[src/rtl/imem_arbiter.sv]
// imem_arbiter: shares one single-ported, synchronous-read instruction/BIOS
// memory between the IF-stage fetch port and a MEM-stage data port.
//
// - One grant per cycle, decided combinationally. Data normally wins a
//   conflict. A burst limiter hands the slot to fetch after MAX_DATA_BURST
//   consecutive data grants that fetch spent waiting.
// - A small response tracker remembers who owns the read issued last cycle
//   and steers the one-cycle-latency read data back to that owner.
// - Optional build macro: IMEM_ARB_PERF_EN adds a 32-bit conflict_cnt output
//   that counts cycles in which both ports request.
// - Debug outputs rsp_state and burst_level expose the internal state so
//   checkers can bind to them.
//
// Handshake: a requester raises *_req with a stable address. The request
// completes in the cycle where it is granted: fetch sees if_stall == 0, data
// sees d_gnt == 1. Until then the requester holds req/addr/data unchanged;
// the arbiter keeps no queue. Read data returns exactly one cycle after the
// grant, qualified by the matching *_rvalid. Writes return nothing.
module imem_arbiter #(
   parameter int ADDR_W         = 12,
   parameter int MAX_DATA_BURST = 4
) (
   input  logic              clk,
   input  logic              rst,
   // instruction-fetch port
   input  logic              if_req,
   input  logic [31:0]       if_addr,
   input  logic              if_kill,
   output logic              if_stall,
   output logic              if_rvalid,
   output logic [31:0]       if_rdata,
   // data port
   input  logic              d_req,
   input  logic [3:0]        d_we,
   input  logic [31:0]       d_addr,
   input  logic [31:0]       d_wdata,
   output logic              d_gnt,
   output logic              d_rvalid,
   output logic [31:0]       d_rdata,
   // memory port
   output logic              mem_en,
   output logic [3:0]        mem_we,
   output logic [ADDR_W-1:0] mem_addr,
   output logic [31:0]       mem_wdata,
   input  logic [31:0]       mem_rdata,
`ifdef IMEM_ARB_PERF_EN
   output logic [31:0]       conflict_cnt,
`endif
   // debug visibility
   output logic [1:0]        rsp_state,
   output logic [3:0]        burst_level
);

   // Response tracker encoding: who owns the read currently in flight.
   localparam logic [1:0] RSP_IDLE  = 2'd0;
   localparam logic [1:0] RSP_FETCH = 2'd1;
   localparam logic [1:0] RSP_DATA  = 2'd2;

   localparam logic [3:0] BURST_MAX = 4'(MAX_DATA_BURST);

   logic [1:0] rsp;
   logic [1:0] rsp_next;
   logic [3:0] burst_cnt;
   logic       burst_full;
   logic       fetch_grant;
   logic       data_grant;
   logic       data_read;

   // Only the word-address bits reach the memory. The byte offset and the
   // region-decode bits above it are dropped on purpose.
   logic       unused_addr_bits;
   assign unused_addr_bits = ^{if_addr[31:ADDR_W+2], if_addr[1:0],
                               d_addr[31:ADDR_W+2],  d_addr[1:0]};

   assign burst_full = (burst_cnt == BURST_MAX);

   // Grant decision. Reset holds both grants low, so the memory is never
   // enabled while rst is high.
   always_comb begin
      fetch_grant = 1'b0;
      data_grant  = 1'b0;
      if (!rst) begin
         if (if_req && d_req) begin
            if (burst_full) begin
               fetch_grant = 1'b1;
            end else begin
               data_grant = 1'b1;
            end
         end else if (if_req) begin
            fetch_grant = 1'b1;
         end else if (d_req) begin
            data_grant = 1'b1;
         end
      end
   end

   assign data_read = data_grant && (d_we == 4'b0000);

   // Requester-side handshake outputs.
   assign if_stall = if_req & ~fetch_grant;
   assign d_gnt    = data_grant;

   // Memory port. The address mux favours data when idle; mem_en qualifies it.
   assign mem_en    = fetch_grant | data_grant;
   assign mem_we    = data_grant ? d_we : 4'b0000;
   assign mem_addr  = fetch_grant ? if_addr[ADDR_W+1:2] : d_addr[ADDR_W+1:2];
   assign mem_wdata = d_wdata;

   // Burst limiter. It counts data grants only while fetch is waiting. It
   // restarts once fetch is served or stops asking, and it sticks at the limit.
   always_ff @(posedge clk or posedge rst) begin
      if (rst) begin
         burst_cnt <= 4'd0;
      end else if (fetch_grant || !if_req) begin
         burst_cnt <= 4'd0;
      end else if (data_grant && !burst_full) begin
         burst_cnt <= burst_cnt + 4'd1;
      end
   end

   // Next owner of the memory read data. Writes leave nothing pending.
   always_comb begin
      rsp_next = RSP_IDLE;
      if (fetch_grant) begin
         rsp_next = RSP_FETCH;
      end else if (data_read) begin
         rsp_next = RSP_DATA;
      end
   end

   // Response tracker register. An asynchronous reset discards any in-flight
   // read, so no rvalid follows it.
   always_ff @(posedge clk or posedge rst) begin
      if (rst) begin
         rsp <= RSP_IDLE;
      end else begin
         rsp <= rsp_next;
      end
   end

   // Response routing. A kill masks the fetch response presented in the same
   // cycle, which is the one already in flight. A fetch granted alongside the
   // kill belongs to the new stream and comes back normally one cycle later.
   assign if_rvalid = (rsp == RSP_FETCH) & ~if_kill;
   assign d_rvalid  = (rsp == RSP_DATA);
   assign if_rdata  = mem_rdata;
   assign d_rdata   = mem_rdata;

`ifdef IMEM_ARB_PERF_EN
   // Contention counter. It counts every cycle where both ports ask, and it
   // wraps naturally at 2^32.
   always_ff @(posedge clk or posedge rst) begin
      if (rst) begin
         conflict_cnt <= 32'd0;
      end else if (if_req && d_req) begin
         conflict_cnt <= conflict_cnt + 32'd1;
      end
   end
`endif

   assign rsp_state   = rsp;
   assign burst_level = burst_cnt;

endmodule
[config.mk]
export PLATFORM = sky130hd
export DESIGN_NAME = imem_arbiter
export DESIGN_NICKNAME = d
export VERILOG_FILES = /design/src/rtl/imem_arbiter.sv
export SDC_FILE = /design/constraint.sdc
export NUM_CORES = 1
export LEC_CHECK = 0
export BUFFER_PORTS_ARGS = -buffer_cell sky130_fd_sc_hd__buf_2
export CORE_AREA = 2 2 101 103
export DETAILED_ROUTE_END_ITERATION = 12
export DIE_AREA = 0 0 103 105
export GPL_ROUTABILITY_DRIVEN = 0
export PLACE_DENSITY = 0.47
export REMOVE_ABC_BUFFERS = 1
export SLEW_MARGIN = 30
export SYNTH_ARGS = -nofsm -noshare
export SYNTH_HDL_FRONTEND = slang
export SYNTH_SLANG_ARGS = --single-unit
[constraint.sdc]
create_clock -name clk -period 2.5 [get_ports clk]
set_input_delay 0.125 -clock clk [delete_from_list [all_inputs] [get_ports clk]]
set_output_delay 0.125 -clock clk [all_outputs]
set_load 0.01 [all_outputs]
==> After elaboration in Yosys (flattened, before gate mapping) <==
Index checks and enable logic that the tools add are counted.
{ "op_classes": {"eq_ne": 3, "mux": 15, "addsub": 1, "bitwise": 5, "reduce_logical": 8} }
{ "op_table": {"columns": ["op", "count"], "rows": [
  ["two-way mux 12 bit", 1],
  ["two-way mux 4 bit", 3],
  ["two-way mux 1 bit", 9],
  ["adder 4 x 1 -> 4 bit (second input constant)", 1],
  ["== test 4 x 3 -> 1 bit (second input constant)", 1],
  ["logical NOT 4 bit", 1],
  ["two-way mux 2 bit", 2],
  ["logical AND 1 bit", 3],
  ["AND 1 bit", 2],
  ["== test 2 x 1 -> 1 bit (second input constant)", 1],
  ["== test 2 bit (second input constant)", 1],
  ["logical NOT 1 bit", 2],
  ["NOT 1 bit", 2],
  ["nonzero test 2 bit", 1],
  ["logical OR 1 bit", 1],
  ["bitwise OR 1 bit", 1]
]} }
{ "word_totals": {"out_inout_bits": 123, "input_bits": 137, "wordCells": 34, "reg_bits": 6} }

==> Depth between registers and ports, before layout <==
{ "logic_depth": {"depth_word": 7, "ltp_mapped": 6, "ltp_nobuf": 5} }

==> Least setup slack after synthesis <==
Ideal clock, no wire load.
{ "synth_timing": {"path_type": "reg2out", "startpoint": "register burst_cnt[0], in the netlist burst_level[0]", "endpoint": "output mem_addr[10]", "path_buffers": 1, "setup_slack_ns": 0.717, "path_stages_with_launch": 7, "required_time_ns": 2.375, "t_arrival_ns": 1.658, "cell_sequence": "dfrtp_1 inv_1 ha_1 nand3b_4 a211oi_4 buf_6 mux2_2"} }
{ "synth_via": {"elab_chain_cells": 5} }
{ "synth_lines": {"columns": ["item", "line_no", "source"], "rows": [
  ["start, declared", "63", "logic [3:0] burst_cnt;"],
  ["start signal, assigned", "117", "burst_cnt <= burst_cnt + 4'd1;"],
  ["== test 4 x 3 -> 1 bit", "75", "assign burst_full = (burst_cnt == BURST_MAX);"],
  ["two-way mux 1 bit", "84", "if (burst_full) begin"],
  ["two-way mux 1 bit", "83", "if (if_req && d_req) begin"],
  ["two-way mux 1 bit", "82", "if (!rst) begin"],
  ["net fetch_grant", "65", "logic fetch_grant;"],
  ["two-way mux 12 bit", "106", "assign mem_addr = fetch_grant ? if_addr[ADDR_W+1:2] : d_addr[ADDR_W+1:2];"],
  ["end, declared", "43", "output logic [ADDR_W-1:0] mem_addr,"]
]} }
The timed path passes the listed nets, and every way through them passes these cells.

==> Worst setup path after layout <==
{ "layout_timing": {"startpoint": "register burst_cnt[0], in the netlist burst_level[0]", "endpoint": "output mem_addr[10]"} }
{ "layout_via": {"elab_chain_cells": 5} }
{ "layout_lines": {"columns": ["item", "line_no"], "rows": [
  ["== test 4 x 3 -> 1 bit", "75"],
  ["two-way mux 1 bit", "84"],
  ["two-way mux 1 bit", "83"],
  ["two-way mux 1 bit", "82"],
  ["two-way mux 12 bit", "106"]
]} }
Every way passes these cells.

==> flow_summary.yaml <==
drt:
  drt-initial-drc-count: 33
  dr.pass1.iters: 4
  wl_per_cell_um: 45.3
  num_vias: 892
  drt-vias-per-instance: 3.58
  antenna_left: 0
  wl_um: 11300
  drc: 0
logic_synthesis:
  synth.avg_cell_area_um2: 8.45
  synth_cell_types: 24
  synth_most_common_cell: "buf_4"
  synth_async_sr_flop_share: 1.00
  yosysTopAreaCellShare: 0.569
  seq_area_frac_synth: 0.118
  ys_top_cells_by_area: "buf_4, dfrtp_1, mux2_2, and2_1, ha_1"
  ys.flop_type: "dfrtp_1"
  yosys.area.top_type: "buf_4"
  yosys_warnings: 0
  netlist_area_um2: 1270
  syn_inst: 150
  ys_ff_latch: 6
  synth-edff-count: 0
  synth_commonest_cells: "buf_4, mux2_2, dfrtp_1"
clock_network:
  htree_levels: 1
  post_cts_buffers: 0
  cts_buffer_depth: 2
  cts_buffers: 3
  cts.repair.resized: 0
  cts.sinks: 6
  clock_latency_ps: 230
  cts_tree: "built"
  cts_root_buf: "clkbuf_8"
  clkTransAtPathRegs_ps: 40
  holdBufCountCts: 1
finish:
  syn_to_final_growth_pct: -17.1
  antenna_cells_inserted: 0
  final_util: 0.109
  num-nets-final: 257
  drive_gt1_frac: 0.672
  stdcell_count: 249
critical_path:
  path_class: "flip-flop to primary output"
  end_kind: "primary output"
  startpoint_type: "flip-flop"
  arrival_ps: 2040
  path_max_fanout: 13
  required_ps: 2380
pwr:
  power.switching_uw: 97.0
  ir_worst_vdd_uv: 76.5
  power_frac_clock: 0.417
  pwr-share-comb: 0.293
  powerDensity_nw_per_um2: 336
  pwr-share-seq: 0.290
  p_int_uw: 256
  switching_share: 0.275
  leakage_nw: 0.504
  total_power_uw: 353
timing:
  tns_ps: 0
  rsz0062_at_grt: "false"
  slew_headroom: 0.774
  fin_crit_ps: 2170
  finalSetupViolCount: 0
  fin_skew_ps: 6.09
  tightest_slew_ps: 338
  finalHoldViolations: 0
  post-route-period-util: 0.868
  fmax_mhz: 461
  slew_viol_final: 0
  setup_ws_ps: 331
global_route:
  grt_usage: 0.200
  gr-total-overflow: 0
  grt_start_max_net_pins: 14
  met2_usage: 0.379
  grt_pass1_vias: 895
  top_usage_layer: "met2"
  gr-usage-met3: 0.260
  grt_pass1_wl_um: 13000
  use_met1: 0.0588
  antenna_found_initial: 0
place:
  pre_cts_ws_ps: 550
  post-place-cells: 245
  dp_hpwl_um: 10700
  numPortBuffers: 59
worst_hold_path:
  hp-class: "primary input to flip-flop"
run_status:
  status: "finished, final reports clean"
floorplan:
  io_pins: 260
  fp.dieW_um: 103
  coreArea_um2: 9640
  die_height_um: 105
  start_util: 0.131
  fp.dieArea_um2: 10800
  rows: 36
flow_run:
  max-cap-violations: 0
cell usage in the layout (no fill, tap or decap):
cell	count
a211oi_1	1
a211oi_4	1
a21oi_1	3
and2_1	5
and4bb_2	1
buf_2	59
buf_4	1
clkbuf_8	3
dfrtp_1	6
dlygate4sd3_1	1
ha_1	2
inv_1	4
mux2_2	12
nand2_1	2
nand3_1	3
nand3b_4	1
nand4b_1	2
nor2_1	2
nor2b_1	1
nor3b_1	1
nor4_1	1
o211a_1	1
o21ai_0	1
o31ai_1	1
xor2_1	1
critical path, cell delays in order (launching register included):
cell	delay [ps]
dfrtp_1	420
inv_1	90
ha_1	200
nand3b_4	110
a211oi_4	240
buf_4	240
mux2_2	360
buf_2	150
through the flow:
stage	instance area (um2)	hold slack (ps)
after global routing	1050	218
after global placement	1000	190
after CTS	1050	184
final	1050	187
after detailed placement	1000	197
after floorplan	531	-50.9
layer usage:
| metal | part of all wire | wire [um] |
|---|---|---|
| met4 | 0.072 | 811 |
| met3 | 0.30 | 3390 |
| met5 | 0 | 0 |
| met2 | 0.53 | 6030 |
| met1 | 0.093 | 1050 |
final timing paths:
path	start	end	slack, ps	cells past startpoint
min in group asynchronous	rst	burst_level[1]	490	3
max in group asynchronous	rst	burst_level[3]	1750	3
setup / recovery	burst_level[0]	mem_addr[10]	330	7
hold / removal	if_req	burst_level[1]	190	3
setup reg to reg	burst_level[0]	rsp_state[1]	1080	5
hold reg to reg	burst_level[1]	burst_level[1]	590	2
cell type report:
| type | count | area, um2 |
|---|---|---|
| Inverter | 4 | 15.0 |
| Clock buffer | 3 | 41.3 |
| Sequential cell | 6 | 150 |
| Multi-Input combinational cell | 42 | 365 |
| Tap cell | 133 | 166 |
| Timing Repair Buffer | 61 | 313 |
| Fill cell | 1149 | 8590 |
state kept, by name, summed over array words and instances (netlist names):
register and flops:
burst_level 4, rsp_state 2
cell families after synthesis:
kind of cell	Yosys count	share of synthesized area
muxes	12	0.107
buffers and inverters	102	0.593
AOI/OAI and AO/OA	8	0.0513
and+or+nand+nor	19	0.104
DFF	6	0.118
xor gates and xnor gates	1	0.00691
adders and majority gates	2	0.0197
power groups by stage:
| stage | clock [mW] | sequential, mW | combinational (mW) |
|---|---|---|---|
| finish | 0.147 | 0.102 | 0.104 |
| global route | 0.159 | 0.103 | 0.114 |
| CTS | 0.154 | 0.102 | 0.105 |
| detailed placement | 0 | 0.104 | 0.104 |
| global placement | 0 | 0.103 | 0.103 |
| floorplan | 0 | 0.104 | 0.0443 |
(Power assumes the default switching activity.)
